[src/rtl/nabp_mapper_sweep.sv]
// Mapper sweep stage: presents one angle to the mapper LUT, waits out its latency, then emits
// NUM_STEPS line-buffer addresses. Define NABP_MAPPER_ROUND_EN for round-half-up address mapping.
module nabp_mapper_sweep #(
  parameter int ANGLE_WIDTH = 8,
  parameter int FIXED_WIDTH = 16,
  parameter int FRAC_BITS   = 8,
  parameter int ADDR_WIDTH  = 9,
  parameter int NUM_STEPS   = 256,
  parameter int LUT_LATENCY = 2
) (
  input  logic                   clk,
  input  logic                   reset,
  input  logic [ANGLE_WIDTH-1:0] angle,
  input  logic                   angle_valid,
  output logic                   angle_ready,
  output logic [ANGLE_WIDTH-1:0] lut_angle,
  input  logic [FIXED_WIDTH-1:0] lut_accu_part,
  input  logic [FIXED_WIDTH-1:0] lut_accu_base,
  output logic [ADDR_WIDTH-1:0]  addr,
  output logic                   addr_oob,
  output logic                   addr_last,
  output logic                   addr_valid,
  input  logic                   addr_ready,
  output logic                   angle_error
);

  localparam int STEP_WIDTH = $clog2(NUM_STEPS);
  localparam int ACC_WIDTH  = FIXED_WIDTH + STEP_WIDTH + 1;
  localparam int LAT_WIDTH  = $clog2(LUT_LATENCY + 1);
`ifdef NABP_MAPPER_ROUND_EN
  localparam logic signed [ACC_WIDTH-1:0] HALF_LSB = ACC_WIDTH'(2 ** (FRAC_BITS - 1));
`endif

  typedef enum logic [1:0] {
    IDLE   = 2'd0,
    LOOKUP = 2'd1,
    EMIT   = 2'd2
  } state_t;

  state_t                        state_r;
  logic signed [ACC_WIDTH-1:0]   acc_r;
  logic [STEP_WIDTH-1:0]         step_r;
  logic [LAT_WIDTH-1:0]          lat_cnt_r;

  logic signed [ACC_WIDTH-1:0]   base_ext_s;
  logic signed [ACC_WIDTH-1:0]   part_ext_s;
  logic signed [ACC_WIDTH-1:0]   acc_next_s;
  logic [STEP_WIDTH-1:0]         step_next_s;
  logic [ADDR_WIDTH:0]           map_base_s;
  logic [ADDR_WIDTH:0]           map_next_s;

  // Maps an accumulator value to {oob, addr}; out-of-range integer parts give addr 0.
  function automatic logic [ADDR_WIDTH:0] map_addr(input logic signed [ACC_WIDTH-1:0] acc);
    logic signed [ACC_WIDTH-1:0] int_v;
    logic                        oob_v;
`ifdef NABP_MAPPER_ROUND_EN
    int_v = (acc + HALF_LSB) >>> FRAC_BITS;
`else
    int_v = acc >>> FRAC_BITS;
`endif
    oob_v = int_v[ACC_WIDTH-1] | (|int_v[ACC_WIDTH-2:ADDR_WIDTH]);
    return {oob_v, oob_v ? {ADDR_WIDTH{1'b0}} : int_v[ADDR_WIDTH-1:0]};
  endfunction

  // Next accumulator/step values and their mapped addresses, so outputs can be registered.
  always_comb begin
    base_ext_s  = {{(ACC_WIDTH-FIXED_WIDTH){lut_accu_base[FIXED_WIDTH-1]}}, lut_accu_base};
    part_ext_s  = {{(ACC_WIDTH-FIXED_WIDTH){lut_accu_part[FIXED_WIDTH-1]}}, lut_accu_part};
    acc_next_s  = acc_r + part_ext_s;
    step_next_s = step_r + STEP_WIDTH'(1);
    map_base_s  = map_addr(base_ext_s);
    map_next_s  = map_addr(acc_next_s);
  end

  // Sweep FSM with registered handshake and address outputs.
  always_ff @(posedge clk or posedge reset) begin
    if (reset) begin
      state_r     <= IDLE;
      acc_r       <= '0;
      step_r      <= '0;
      lat_cnt_r   <= '0;
      angle_ready <= 1'b1;
      lut_angle   <= '0;
      addr        <= '0;
      addr_oob    <= 1'b0;
      addr_last   <= 1'b0;
      addr_valid  <= 1'b0;
      angle_error <= 1'b0;
    end else begin
      angle_error <= 1'b0;
      case (state_r)
        IDLE: begin
          if (angle_valid) begin
            if (angle < ANGLE_WIDTH'(180)) begin
              lut_angle   <= angle;
              lat_cnt_r   <= '0;
              angle_ready <= 1'b0;
              state_r     <= LOOKUP;
            end else begin
              angle_error <= 1'b1;
            end
          end
        end
        LOOKUP: begin
          // LUT outputs for lut_angle are settled once LUT_LATENCY cycles have elapsed.
          if (lat_cnt_r == LAT_WIDTH'(LUT_LATENCY)) begin
            acc_r      <= base_ext_s;
            step_r     <= '0;
            addr       <= map_base_s[ADDR_WIDTH-1:0];
            addr_oob   <= map_base_s[ADDR_WIDTH];
            addr_last  <= 1'b0;
            addr_valid <= 1'b1;
            state_r    <= EMIT;
          end else begin
            lat_cnt_r <= lat_cnt_r + LAT_WIDTH'(1);
          end
        end
        EMIT: begin
          if (addr_ready) begin
            if (addr_last) begin
              addr_valid  <= 1'b0;
              addr        <= '0;
              addr_oob    <= 1'b0;
              addr_last   <= 1'b0;
              angle_ready <= 1'b1;
              state_r     <= IDLE;
            end else begin
              acc_r     <= acc_next_s;
              step_r    <= step_next_s;
              addr      <= map_next_s[ADDR_WIDTH-1:0];
              addr_oob  <= map_next_s[ADDR_WIDTH];
              addr_last <= (step_next_s == STEP_WIDTH'(NUM_STEPS - 1));
            end
          end
        end
        default: begin
          state_r     <= IDLE;
          angle_ready <= 1'b1;
          addr_valid  <= 1'b0;
        end
      endcase
    end
  end

endmodule

[config.mk]
export PLATFORM = sky130hd
export DESIGN_NAME = nabp_mapper_sweep
export DESIGN_NICKNAME = d
export VERILOG_FILES = /design/src/rtl/nabp_mapper_sweep.sv
export SDC_FILE = /design/constraint.sdc
export NUM_CORES = 1
export LEC_CHECK = 0
export CORE_MARGIN = 3
export CORE_UTILIZATION = 35
export CTS_BUF_LIST = sky130_fd_sc_hd__clkbuf_8 sky130_fd_sc_hd__clkbuf_16
export CTS_CLUSTER_SIZE = 14
export DETAILED_ROUTE_END_ITERATION = 7
export GPL_TIMING_DRIVEN = 0
export SETUP_SLACK_MARGIN = 0.1
export SYNTH_ARGS = -nofsm -noshare
export SYNTH_HDL_FRONTEND = slang
export SYNTH_SLANG_ARGS = --single-unit
[constraint.sdc]
create_clock -name clk -period 4.5 [get_ports clk]
set_input_delay 0.9 -clock clk [delete_from_list [all_inputs] [get_ports clk]]
set_output_delay 0.9 -clock clk [all_outputs]
set_load 0.02 [all_outputs]
# Word level (Yosys, flattened, before mapping)
# Cells that the tools add are included.
[word_totals]
ff_bits = 59
input_bits = 44
output_inout_bits = 22
[classes]
addsub = 3
order_cmp = 1
n_eq_ne = 11
mux = 44
n_bitwise = 3
reduce_logical = 11
[ops]
columns = ["operator", "n"]
rows = [
  ["25-bit two-way mux", 3],
  ["25-bit one-hot mux with 2 select lines", 1],
  ["9-bit two-way mux", 4],
  ["25-bit by 16-bit adder with 25-bit output", 1],
  ["8-bit two-way mux", 3],
  ["9-bit one-hot mux with 2 select lines", 1],
  ["1-bit two-way mux", 16],
  ["2-bit two-way mux", 8],
  ["8-bit one-hot mux with 2 select lines", 1],
  ["2-bit inequality test (second input constant)", 7],
  ["4-bit AND reduction", 3],
  ["5-bit AND reduction", 2],
  ["8-bit by 1-bit adder with 8-bit output (second input constant)", 1],
  ["8-bit equality test (second input constant)", 1],
  ["8-bit < comparator (second input constant)", 1],
  ["8-bit OR reduction", 1],
  ["7-bit two-way mux", 1],
  ["1-bit one-hot mux with 3 select lines", 2],
  ["2-bit one-hot mux with 3 select lines", 1],
  ["3-bit AND reduction", 2],
  ["2-bit equality test (second input constant)", 2],
  ["1-bit one-hot mux with 2 select lines", 2],
  ["2-bit one-hot mux with 2 select lines", 1],
  ["2-bit nonzero test", 2],
  ["other kinds (5)", 6],
]

# Depth between registers and ports, before layout
[depth]
ltp_word = 7
mapped_depth = 12
depth_no_buf = 11

# Worst setup path after synthesis
# Ideal clock, no wire load.
[synth_path]
path_type = "input -> register"
start = "input lut_accu_part[0]"
end = "register addr_oob"
t_arrival_ns = 3.076
required_time_ns = 4.376
setup_slack_ns = 1.300
stages = 11
n_path_buf = 0
cell_sequence = "ha_1 > inv_1 > fa_1 > nand2b_1 > a21oi_1 > o21ai_1 > a31oi_1 > xor2_1 > nor2_1 > nand4_2 > o31a_1"
[synth_between]
elab_chain_len = 6
[synth_lines]
columns = ["item", "line", "rtl"]
rows = [
  ["start: declaration", "17", "input logic [FIXED_WIDTH-1:0] lut_accu_part,"],
  ["25-bit by 16-bit adder with 25-bit output (*)", "69", "acc_next_s = acc_r + part_ext_s;"],
  ["8-bit OR reduction", "61", "oob_v = int_v[ACC_WIDTH-1] | (|int_v[ACC_WIDTH-2:ADDR_WIDTH]);"],
  ["1-bit bitwise OR (*)", "61", ""],
  ["1-bit two-way mux (*)", "120", "if (addr_last) begin"],
  ["1-bit two-way mux (*)", "119", "if (addr_ready) begin"],
  ["1-bit one-hot mux with 2 select lines (*)", "91", "case (state_r)"],
  ["end signal: assignment", "110", "addr_oob <= map_base_s[ADDR_WIDTH];"],
  ["end signal: assignment", "131", "addr_oob <= map_next_s[ADDR_WIDTH];"],
  ["end: declaration", "20", "output logic addr_oob,"],
]
# Every way passes the cells marked *; elsewhere a longest branch is shown, timed or not. The select of a mux whose other input is x is not followed.
# A chain may end at the register's enable or synchronous reset.

# Worst setup path in the final report
[layout_path]
start = "input lut_accu_part[15]"
end = "register addr[5]"
[layout_between]
elab_chain_len = 7
[layout_lines]
columns = ["item", "line", "rtl"]
rows = [
  ["25-bit by 16-bit adder with 25-bit output (*)", "69", ""],
  ["8-bit OR reduction", "61", ""],
  ["1-bit bitwise OR (*)", "61", ""],
  ["9-bit two-way mux (*)", "62", "return {oob_v, oob_v ? {ADDR_WIDTH{1'b0}} : int_v[ADDR_WIDTH-1:0]};"],
  ["9-bit two-way mux (*)", "120", ""],
  ["9-bit two-way mux (*)", "119", ""],
  ["9-bit one-hot mux with 2 select lines (*)", "91", ""],
  ["end signal: assignment", "109", "addr <= map_base_s[ADDR_WIDTH-1:0];"],
  ["end signal: assignment", "130", "addr <= map_next_s[ADDR_WIDTH-1:0];"],
  ["end: declaration", "19", "output logic [ADDR_WIDTH-1:0] addr,"],
]
# Marked as above.

==> results.cfg <==
[yosys]
synthFlopType = dfrtp_1
yosys.area.top_type_share = 0.352
syn_area_per_cell_um2 = 8.46
async_flop_share = 1.00
synth_seq_cells = 59
syn-num-nets = 560
ys_seq_area_frac = 0.358
synth_area_um2 = 4130
synth_cell_type_count = 53
syn_inst = 488
yosys_warnings = 0
synth_top_cell_by_area = dfrtp_1
synth_edf_count = 0
synth.area.top_cells = dfrtp_1 35%, ha_1 8.2%, nand2_1 7.0%

[routing]
post_drt_via_cell_ratio = 5.44
vias = 3859
drt_iter0_drc = 163
finalWirelength_um = 11600
dr.pass1.iters = 4
antenna_left = 0
post-route-drc-count = 0
wl_per_cell_um = 16.3

[clock_tree]
numCtsBuffers = 9
clock_latency_ns = 0.33
h-tree-depth = 3
cts_tree = done
cts.sinks = 59
cts_setup_buffers = 0
hold_buffers = 0
postCtsResizedCells = 0
clk_pin_slew_ns = 0.05
clock_path_buffers = 2
cts_root_buf = clkbuf_16

[grt]
grt_max_degree = 36
grt_pass1_vias = 3812
grt_pass1_wl_um = 19400
overflow = 0
antenna_found_initial = 0
grt_util_all_layers = 0.187

[power_and_ir_drop]
powerDensity_nw_per_um2 = 733
ir_drop_mv = 0.293
p_leak_nw = 2.29

[timing]
fin_crit_sh = 0.894
setup_slack_ns = 0.478
clock.fmax_mhz = 249
drv_slew = 0
setup-tns-final_ns = 0
worst_clock_skew_ns = 0.00529
worst_pin_slew_ns = 1.08
min_period_ns = 4.02
rsz0062_at_grt = false
max_slew_margin = 0.283
finalSetupViolations = 0
hold_viol_final = 0

[critical_path]
worstSetupPathType = input port to flop
critPathRequiredTime_ns = 4.72
cp.arrival_ns = 4.24
start_kind = input port
crit_fanout = 10
cp-end-kind = flop

[floorplanning]
die-area_um2 = 13100
core_um2 = 11500
die_h_um = 115
start_util = 0.360
die_w_um = 115
ios = 66
rows = 39

[cells_and_area]
final_cell_mix = 77 x nand2_1, 65 x clkdlybuf4s50_1, 58 x dfrtp_1
drive_above_1_share = 0.0811
nNetsFinal = 637
antenna_cells = 0
area_delta_synth_final_pct = 26.6
fill_cells = 1147
final_common_cell = nand2_1

[flow_run]
drv_cap = 0

[placement]
place_worst_setup_slack_ns = 0.177
io_buffers = 65
finalWeightedCongestion = 0.838
hpwl_um = 8900

[min_path]
hold_class = flop to flop

[run_status]
status = complete, no violations
## cell usage after synthesis, drive strengths merged, types with 2 or more instances
library cell	n
dfrtp	58
nor2	51
inv	15
and2	2
xor2	10
nand3	3
o21a	4
a211o	3
o211a	3
nor3b	2
or4	2
o41ai	10
a221oi	2
buf	10
ha	27
a21o	7
a31oi	18
a21oi	50
xnor2	17
mux2	7
or3	2
a211oi	4
nand4	9
nand2b	4
nor2b	5
o211ai	7
nor3	2
nand2	77
o31ai	2
clkbuf	14
o21ai	41
and3	10
## state kept, by name, summed over array words and instances, names as in the netlist
name,flops
acc_r,25
addr,9
lut_angle,8
step_r,8
lat_cnt_r,2
state_r,2
addr_last,1
addr_oob,1
addr_valid,1
angle_error,1
angle_ready,1
## metal layers
metal | part of all wire | up-vias | wire, um | GRT usage
li1 | - | 1900 | - | -
met1 | 0.48 | 1854 | 5530 | 0.260
met2 | 0.45 | 85 | 5180 | 0.282
met3 | 0.056 | 20 | 643 | 0.0513
met4 | 0.021 | 0 | 238 | 0.0618
met5 | 0 | - | 0 | 0
## cell type report
class,instances,area (um^2),share of cell area
Multi-Input combinational cell,390,2490,0.476
Sequential cell,59,1480,0.283
Timing Repair Buffer,66,671,0.128
Clock buffer,10,239,0.0457
Tap cell,143,179,0.0342
Buffer,24,108,0.0206
Inverter,15,56.3,0.0108
Clock inverter,3,11.3,0.00215
## critical path: stages
cell and delay (ns):
clkdlybuf4s50_1 0.67, ha_1 0.42, clkbuf_1 0.26, nand2_1 0.11, o211a_1 0.25, or3_1 0.31, a21oi_1 0.35, a21o_1 0.14
nand4_2 0.37, o41ai_2 0.45
## cells by family (layout without fill, tap and decap cells)
group | Yosys count | after routing | synth area share
AND/OR/NAND/NOR | 171 | 171 | 0.185
XOR/XNOR | 27 | 27 | 0.0573
AO/OA/AOI/OAI | 156 | 156 | 0.252
buffers and inverters | 39 | 118 | 0.0397
adder cells (fa/ha/maj) | 28 | 28 | 0.0867
multiplexers | 8 | 8 | 0.0215
flip-flops | 59 | 59 | 0.358
## final timing paths
check	from	endpoint	slack, ns	cells after the start
worst min-delay path	step_r[7]	step_r[7]	0.47	1
worst min register to register	step_r[7]	step_r[7]	0.47	1
min in group asynchronous	reset	angle_error	0.95	2
max in group asynchronous	reset	acc_r[17]	2.98	3
worst max register to register	acc_r[12]	addr[5]	1.27	9
worst max-delay path	lut_accu_part[15]	addr[5]	0.48	10
## per-stage QoR
step | power [W] | area (um^2) | hold slack [ns] | cells | utilization
floorplan | 0.00256 | 4130 | 0.434 | 488 | -
detailed placement | 0.00322 | 4980 | 0.462 | 697 | 0.434
global route | 0.00417 | 5230 | 0.522 | 710 | 0.456
global placement | 0.00318 | 4960 | 0.462 | 696 | 0.432
CTS | 0.00384 | 5230 | 0.471 | 710 | 0.456
finish | 0.00383 | 5230 | 0.467 | 710 | 0.456
## power breakdown
group	switching (W)	internal, W	leakage, nW
sequential	0.000173	0.000767	0.716
clock	0.000221	0.000371	0.134
combinational	0.00136	0.000934	1.44
total	0.00176	0.00207	2.29
(Power assumes the default switching activity.)
